$ cat src/rtl/fpu_pkg.sv
// ============================================================================
// Package : fpu_pkg
// Purpose : Types and constants shared between the FPU core and its operand
//           loader. Holds the loader state encoding, the FPU number-format
//           geometry and the FPU status enumeration.
// Ports   : none (package)
// Revision: 1.0 - initial release
// ============================================================================
`default_nettype none

package fpu_pkg;

   // FPU operand layout: sign[31], exp[30:21], frac[20:0]
   localparam int         FPU_EXP_W   = 10;
   localparam int         FPU_FRAC_W  = 21;
   localparam int         FPU_BIAS    = 511;
   localparam logic [9:0] FPU_EXP_MAX = 10'd1023;

   typedef enum logic [0:0] {
      IDLE = 1'b0,
      HOLD = 1'b1
   } loader_state_t;

   // Status codes reported by the FPU core
   typedef enum logic [2:0] {
      ST_OK        = 3'd0,
      ST_INEXACT   = 3'd1,
      ST_OVERFLOW  = 3'd2,
      ST_UNDERFLOW = 3'd3,
      ST_INVALID   = 3'd4,
      ST_DIV_ZERO  = 3'd5
   } status_t;

endpackage : fpu_pkg

`default_nettype wire

$ cat src/rtl/ieee_to_fpu_conv.sv
// ============================================================================
// Module  : ieee_to_fpu_conv
// Purpose : Purely combinational converter from one IEEE-754 single-precision
//           word to the FPU format (sign, 10-bit exp bias 511, 21-bit frac).
//           Rounds to nearest, ties to even; flushes denormals to signed zero;
//           maps infinities and NaNs to the FPU's max-exponent encodings.
// Ports   : ieee    in  32  IEEE-754 single operand
//           fpu     out 32  converted FPU operand
//           inexact out 1   conversion lost bits (rounding or denormal flush)
//           special out 1   input was zero/denormal/inf/NaN
// Revision: 1.0 - initial release
// ============================================================================
`default_nettype none

module ieee_to_fpu_conv
   import fpu_pkg::*;
#(
   parameter int BIAS_IN  = 127,
   parameter int BIAS_OUT = 511
) (
   input  logic [31:0] ieee,
   output logic [31:0] fpu,
   output logic        inexact,
   output logic        special
);

   localparam logic [FPU_EXP_W-1:0] EXP_OFF = FPU_EXP_W'(BIAS_OUT - BIAS_IN);

   logic                  s;
   logic [7:0]            e;
   logic [22:0]           m;
   logic                  round_up;
   logic [FPU_FRAC_W:0]   frac_sum;   // one extra bit to catch the rounding carry
   logic [FPU_EXP_W-1:0]  exp_norm;
   logic [FPU_EXP_W-1:0]  exp_fin;

   assign s = ieee[31];
   assign e = ieee[30:23];
   assign m = ieee[22:0];

   // The two dropped mantissa bits act as guard (m[1]) and sticky (m[0]);
   // m[2] becomes the result lsb and breaks ties toward even.
   assign round_up = m[1] & (m[0] | m[2]);
   assign frac_sum = {1'b0, m[22:2]} + {{FPU_FRAC_W{1'b0}}, round_up};
   assign exp_norm = {2'b00, e} + EXP_OFF;
   // A carry out of the fraction leaves frac_sum[20:0] all zero, so only the
   // exponent needs bumping.
   assign exp_fin  = frac_sum[FPU_FRAC_W] ? exp_norm + 10'd1 : exp_norm;

   always_comb begin
      fpu     = 32'd0;
      inexact = 1'b0;
      special = 1'b0;
      if (e == 8'd0) begin
         fpu     = {s, 31'd0};
         special = 1'b1;
         inexact = (m != 23'd0);
      end else if (e == 8'hFF) begin
         special = 1'b1;
         if (m == 23'd0) begin
            fpu = {s, FPU_EXP_MAX, {FPU_FRAC_W{1'b0}}};
         end else begin
            fpu = {s, FPU_EXP_MAX, {FPU_FRAC_W{1'b1}}};
         end
      end else begin
         fpu     = {s, exp_fin, frac_sum[FPU_FRAC_W-1:0]};
         inexact = m[1] | m[0];
      end
   end

endmodule : ieee_to_fpu_conv

`default_nettype wire

$ cat src/rtl/fpu_operand_loader.sv
// ============================================================================
// Module  : fpu_operand_loader
// Purpose : Accepts IEEE-754 operand pairs over valid/ready, converts them to
//           the FPU format and holds them stable for HOLD_CYCLES cycles so a
//           full FPU pass completes on constant operands.
// Ports   : clock_100Khz in  1   system clock, rising edge
//           reset        in  1   asynchronous, active-low
//           in_valid     in  1   operand pair valid
//           in_ready     out 1   loader can accept a pair
//           ieee_a/b     in  32  IEEE-754 single operands
//           abort        in  1   drop current hold, return to IDLE
//           op_a/b       out 32  converted operands to the FPU
//           op_valid     out 1   operands are being held
//           pass_done    out 1   pulse on the last hold cycle
//           conv_inexact out 2   [1]=A [0]=B conversion lost bits
//           conv_special out 2   [1]=A [0]=B zero/denormal/inf/NaN input
// Revision: 1.0 - initial release
// ============================================================================
`default_nettype none

module fpu_operand_loader
   import fpu_pkg::*;
#(
   parameter int HOLD_CYCLES = 32,
   parameter int BIAS_IN     = 127,
   parameter int BIAS_OUT    = 511
) (
   input  logic        clock_100Khz,
   input  logic        reset,
   input  logic        in_valid,
   output logic        in_ready,
   input  logic [31:0] ieee_a,
   input  logic [31:0] ieee_b,
   input  logic        abort,
   output logic [31:0] op_a,
   output logic [31:0] op_b,
   output logic        op_valid,
   output logic        pass_done,
   output logic [1:0]  conv_inexact,
   output logic [1:0]  conv_special
);

   localparam logic [7:0] CNT_LOAD = 8'(HOLD_CYCLES - 1);

   loader_state_t state_q, state_d;
   logic [7:0]    cnt_q, cnt_d;
   logic [31:0]   op_a_q, op_a_d;
   logic [31:0]   op_b_q, op_b_d;
   logic          op_valid_q, op_valid_d;
   logic [1:0]    inexact_q, inexact_d;
   logic [1:0]    special_q, special_d;

   logic [31:0]   conv_a, conv_b;
   logic          inx_a, inx_b, spc_a, spc_b;

   ieee_to_fpu_conv #(
      .BIAS_IN  (BIAS_IN),
      .BIAS_OUT (BIAS_OUT)
   ) u_conv_a (
      .ieee    (ieee_a),
      .fpu     (conv_a),
      .inexact (inx_a),
      .special (spc_a)
   );

   ieee_to_fpu_conv #(
      .BIAS_IN  (BIAS_IN),
      .BIAS_OUT (BIAS_OUT)
   ) u_conv_b (
      .ieee    (ieee_b),
      .fpu     (conv_b),
      .inexact (inx_b),
      .special (spc_b)
   );

   always_ff @(posedge clock_100Khz or negedge reset) begin
      if (!reset) begin
         state_q    <= IDLE;
         cnt_q      <= 8'd0;
         op_a_q     <= 32'd0;
         op_b_q     <= 32'd0;
         op_valid_q <= 1'b0;
         inexact_q  <= 2'b00;
         special_q  <= 2'b00;
      end else begin
         state_q    <= state_d;
         cnt_q      <= cnt_d;
         op_a_q     <= op_a_d;
         op_b_q     <= op_b_d;
         op_valid_q <= op_valid_d;
         inexact_q  <= inexact_d;
         special_q  <= special_d;
      end
   end

   always_comb begin
      state_d    = state_q;
      cnt_d      = cnt_q;
      op_a_d     = op_a_q;
      op_b_d     = op_b_q;
      op_valid_d = op_valid_q;
      inexact_d  = inexact_q;
      special_d  = special_q;
      case (state_q)
         IDLE: begin
            if (in_valid && !abort) begin
               op_a_d     = conv_a;
               op_b_d     = conv_b;
               inexact_d  = {inx_a, inx_b};
               special_d  = {spc_a, spc_b};
               op_valid_d = 1'b1;
               cnt_d      = CNT_LOAD;
               state_d    = HOLD;
            end
         end
         HOLD: begin
            if (abort || (cnt_q == 8'd0)) begin
               op_valid_d = 1'b0;
               state_d    = IDLE;
            end else begin
               cnt_d = cnt_q - 8'd1;
            end
         end
         default: begin
            op_valid_d = 1'b0;
            state_d    = IDLE;
         end
      endcase
   end

   assign in_ready     = (state_q == IDLE) && !abort;
   // Gated by abort so an aborted final cycle never reports a completed pass.
   assign pass_done    = (state_q == HOLD) && (cnt_q == 8'd0) && !abort;
   assign op_a         = op_a_q;
   assign op_b         = op_b_q;
   assign op_valid     = op_valid_q;
   assign conv_inexact = inexact_q;
   assign conv_special = special_q;

endmodule : fpu_operand_loader

`default_nettype wire

$ cat config.mk
export PLATFORM = sky130hd
export DESIGN_NAME = fpu_operand_loader
export DESIGN_NICKNAME = d
export VERILOG_FILES = /design/src/rtl/fpu_pkg.sv /design/src/rtl/ieee_to_fpu_conv.sv /design/src/rtl/fpu_operand_loader.sv
export SDC_FILE = /design/constraint.sdc
export NUM_CORES = 1
export LEC_CHECK = 0
export BUFFER_PORTS_ARGS = -buffer_cell sky130_fd_sc_hd__buf_2
export CAP_MARGIN = 15
export CORE_AREA = 2 2 130 132
export DETAILED_ROUTE_END_ITERATION = 10
export DIE_AREA = 0 0 132 134
export GPL_ROUTABILITY_DRIVEN = 1
export HOLD_SLACK_MARGIN = 0.15
export PLACE_DENSITY_LB_ADDON = 0.3
export REMOVE_ABC_BUFFERS = 1
export SLEW_MARGIN = 25
export SYNTH_ARGS = -nofsm -noshare
export SYNTH_HDL_FRONTEND = slang
export SYNTH_SLANG_ARGS = --single-unit
$ cat constraint.sdc
create_clock -name clock_100Khz -period 2.74 [get_ports clock_100Khz]
set_input_delay 0.411 -clock clock_100Khz [delete_from_list [all_inputs] [get_ports clock_100Khz]]
set_output_delay 0.411 -clock clock_100Khz [all_outputs]
set_load 0.1 [all_outputs]
==> flow_summary.ini <==
[sta]
hold_viol_final = 0
skew_ns = 0.00378
slew_violations = 0
clock.fmax_mhz = 402
setup_viol = 0
post-route-period-util = 0.909
max_slew_margin = 0.558
hold_ws_ns = 0.256
setup_tns_ns = 0
rsz0062_at_grt = no
worstMarginPinSlew_ns = 0.662
finalCriticalPeriod_ns = 2.49

[clocking]
cts_tree = built
clock_sinks = 78
clkSlewWorstSetupHoldPaths_ns = 0.06
clock_path_buffers = 2
numCtsBuffers = 9
root_buffer = clkbuf_16
cts_max_level = 3
post-cts-setup-buffers = 0
clk-insertion-delay-late_ns = 0.34

[floorplan]
die_w_um = 132
std_cell_rows = 47
die_y_um = 134
start_util = 0.294
ios = 139
fp.coreArea_sq_um = 16300
die-area_sq_um = 17700

[min_path]
hp-start = ieee_a[31]
hp-class = in -> reg

[setup_path]
crit_required_ns = 2.33
crit_buf_inv = 1
path_delay_family = simple AND/OR/NAND/NOR gates
rr_startpoint = state_q$_DFF_PN0_
path_class = reg -> out
critPathCaptureType = output port
cp_slowest_cell = dfrtp_1
crit_chain = nor3_1 -> nor3b_1 -> nand3b_1 -> nor2_1 -> clkbuf_4
startpoint = cnt_q[2]$_DFFE_PN0P_
crit_arrival_ns = 2.08
slowest_delay_ns = 0.41
crit_path_start_kind = register
cp_max_fo = 5

[route]
drtPass1Iterations = 4
vias = 4656
antenna_left = 0
wl_um = 14000
avgRoutedWirePerCell_um = 15.2
drt_iter0_drc = 184
route.detailed.drc = 0
viasPerCell = 5.07

[pwr]
peakVddDrop_mv = 0.413
p_per_area_nw_per_um2 = 833
p_leak_nw = 2.75

[place]
post_dp_cell_area_sq_um = 5730
place_congestion = 0.846
io_buffers = 138
hpwl_um = 10500

[job]
maxCapViolations = 0

[finish]
fin_util = 0.373
diodes = 0
syn_to_final_growth_pct = 26.8
layout_common_cells = 136 x buf_2, 78 x dfrtp_1, 73 x nand2_1
drive_above_1_share = 0.265
layout_commonest_cell = buf_2
final_nets = 773
final_area_sq_um = 6080

[yosys]
synth_cell_types = 56
synth_async_sr_flop_share = 1.00
syn_area_per_cell_sq_um = 8.54
synth_area_sq_um = 4790
synth_ff_type = dfrtp_1
ys_warn_count = 0
ys_ff_latch = 78
syn_inst = 561
yosysSeqAreaShare = 0.407
synth_edf_count = 0

[global_routing]
overflow = 0
grt_antenna_before_repair = 0
grt_usage = 0.160
grt_pass1_wl_um = 22700
grt_max_degree = 49
grt_pass1_vias = 4405

[run_status]
status = completed
-- metrics by stage --
stage	power, W	setup WS, ns	instances
6_report	0.00506	0.250	919
5_1_grt	0.00528	0.0891	919
4_1_cts	0.00513	0.146	919
3_5_place_dp	0.00376	0.283	902
3_3_place_gp	0.00375	0.389	902
2_1_floorplan	0.00328	-1.56	533
-- kinds of logic after synthesis --
group,Yosys count,share of synthesized area
XOR/XNOR,29,0.0530
adder cells (fa/ha/maj),11,0.0287
AO/OA/AOI/OAI,123,0.159
buffers and inverters,42,0.0378
flip-flops,78,0.407
multiplexers,2,0.00418
AND/OR/NAND/NOR,276,0.310
-- path summary, 6_finish.rpt --
check | to | slack [ns] | cells after the start
setup / recovery | pass_done | 0.25 | 5
hold / removal | op_a[31]$_DFFE_PN0P_ | 0.26 | 3
hold reg to reg | op_b[20]$_DFFE_PN0P_ | 0.47 | 2
min in group asynchronous | op_a[22]$_DFFE_PN0P_ | 0.65 | 2
max in group asynchronous | op_b[30]$_DFFE_PN0P_ | 1.49 | 3
setup reg to reg | op_b[9]$_DFFE_PN0P_ | 0.84 | 6
-- sequential cells by signal, indices dropped and copies added (netlist names) --
signal / cells
conv_inexact: 2
state_q: 1
op_b: 32
conv_special: 2
cnt_q: 8
op_valid: 1
op_a: 32
-- power breakdown --
part / internal, W / switching, W
clock network: 0.000853 / 0.000485
logic: 0.000342 / 0.00190
registers: 0.00136 / 0.000120
total: 0.00256 / 0.00250
-- final cells by class --
type,count,area (sq um)
fill,1707,10200
tap,220,275
inverter,14,52.6
clock buffer,12,256
sequential,78,1950
multi-input combinational,441,2660
timing repair buffer,150,801
clock inverter,4,77.6
-- timing repair --
action / CTS / global route
endpoints found under the hold margin: 47 / 0
hold buffers: 1 / 0
endpoints found under the setup margin: 0 / 1
resized for setup: 0 / 1
-- worst register-to-register path: stages (launching register included) --
cell and delay [ns]:
dfrtp_1 0.39, nor2_1 0.19, and2_1 0.35, nand2_1 0.28
a21o_1 0.23, buf_4 0.19, o21ai_0 0.19
-- per-layer routing --
layer / track usage / routed length (um) / up-vias
met4: 0.0592 / 254 / 0
met3: 0.0397 / 907 / 17
li1: - / - / 2323
met1: 0.208 / 6400 / 2166
met5: 0 / 0 / -
met2: 0.258 / 6450 / 150
-- Yosys cell counts (6+ instances only) --
cell type / n / area (sq um)
ha_1: 11 / 138
and2_1: 7 / 43.8
xnor2_1: 15 / 131
nor3_1: 18 / 90.1
dfrtp_1: 78 / 1950
xor2_1: 14 / 123
inv_1: 14 / 52.6
or3_1: 6 / 37.5
nand3_1: 35 / 175
nand2_1: 74 / 278
o21ai_0: 56 / 280
nor4_1: 21 / 131
nand4_1: 23 / 144
a21oi_1: 18 / 90.1
and4_1: 9 / 78.8
nor2_1: 49 / 184
clkbuf_1: 17 / 63.8
a22o_1: 8 / 70.1
and3_1: 7 / 43.8
(Power assumes the default switching activity.)
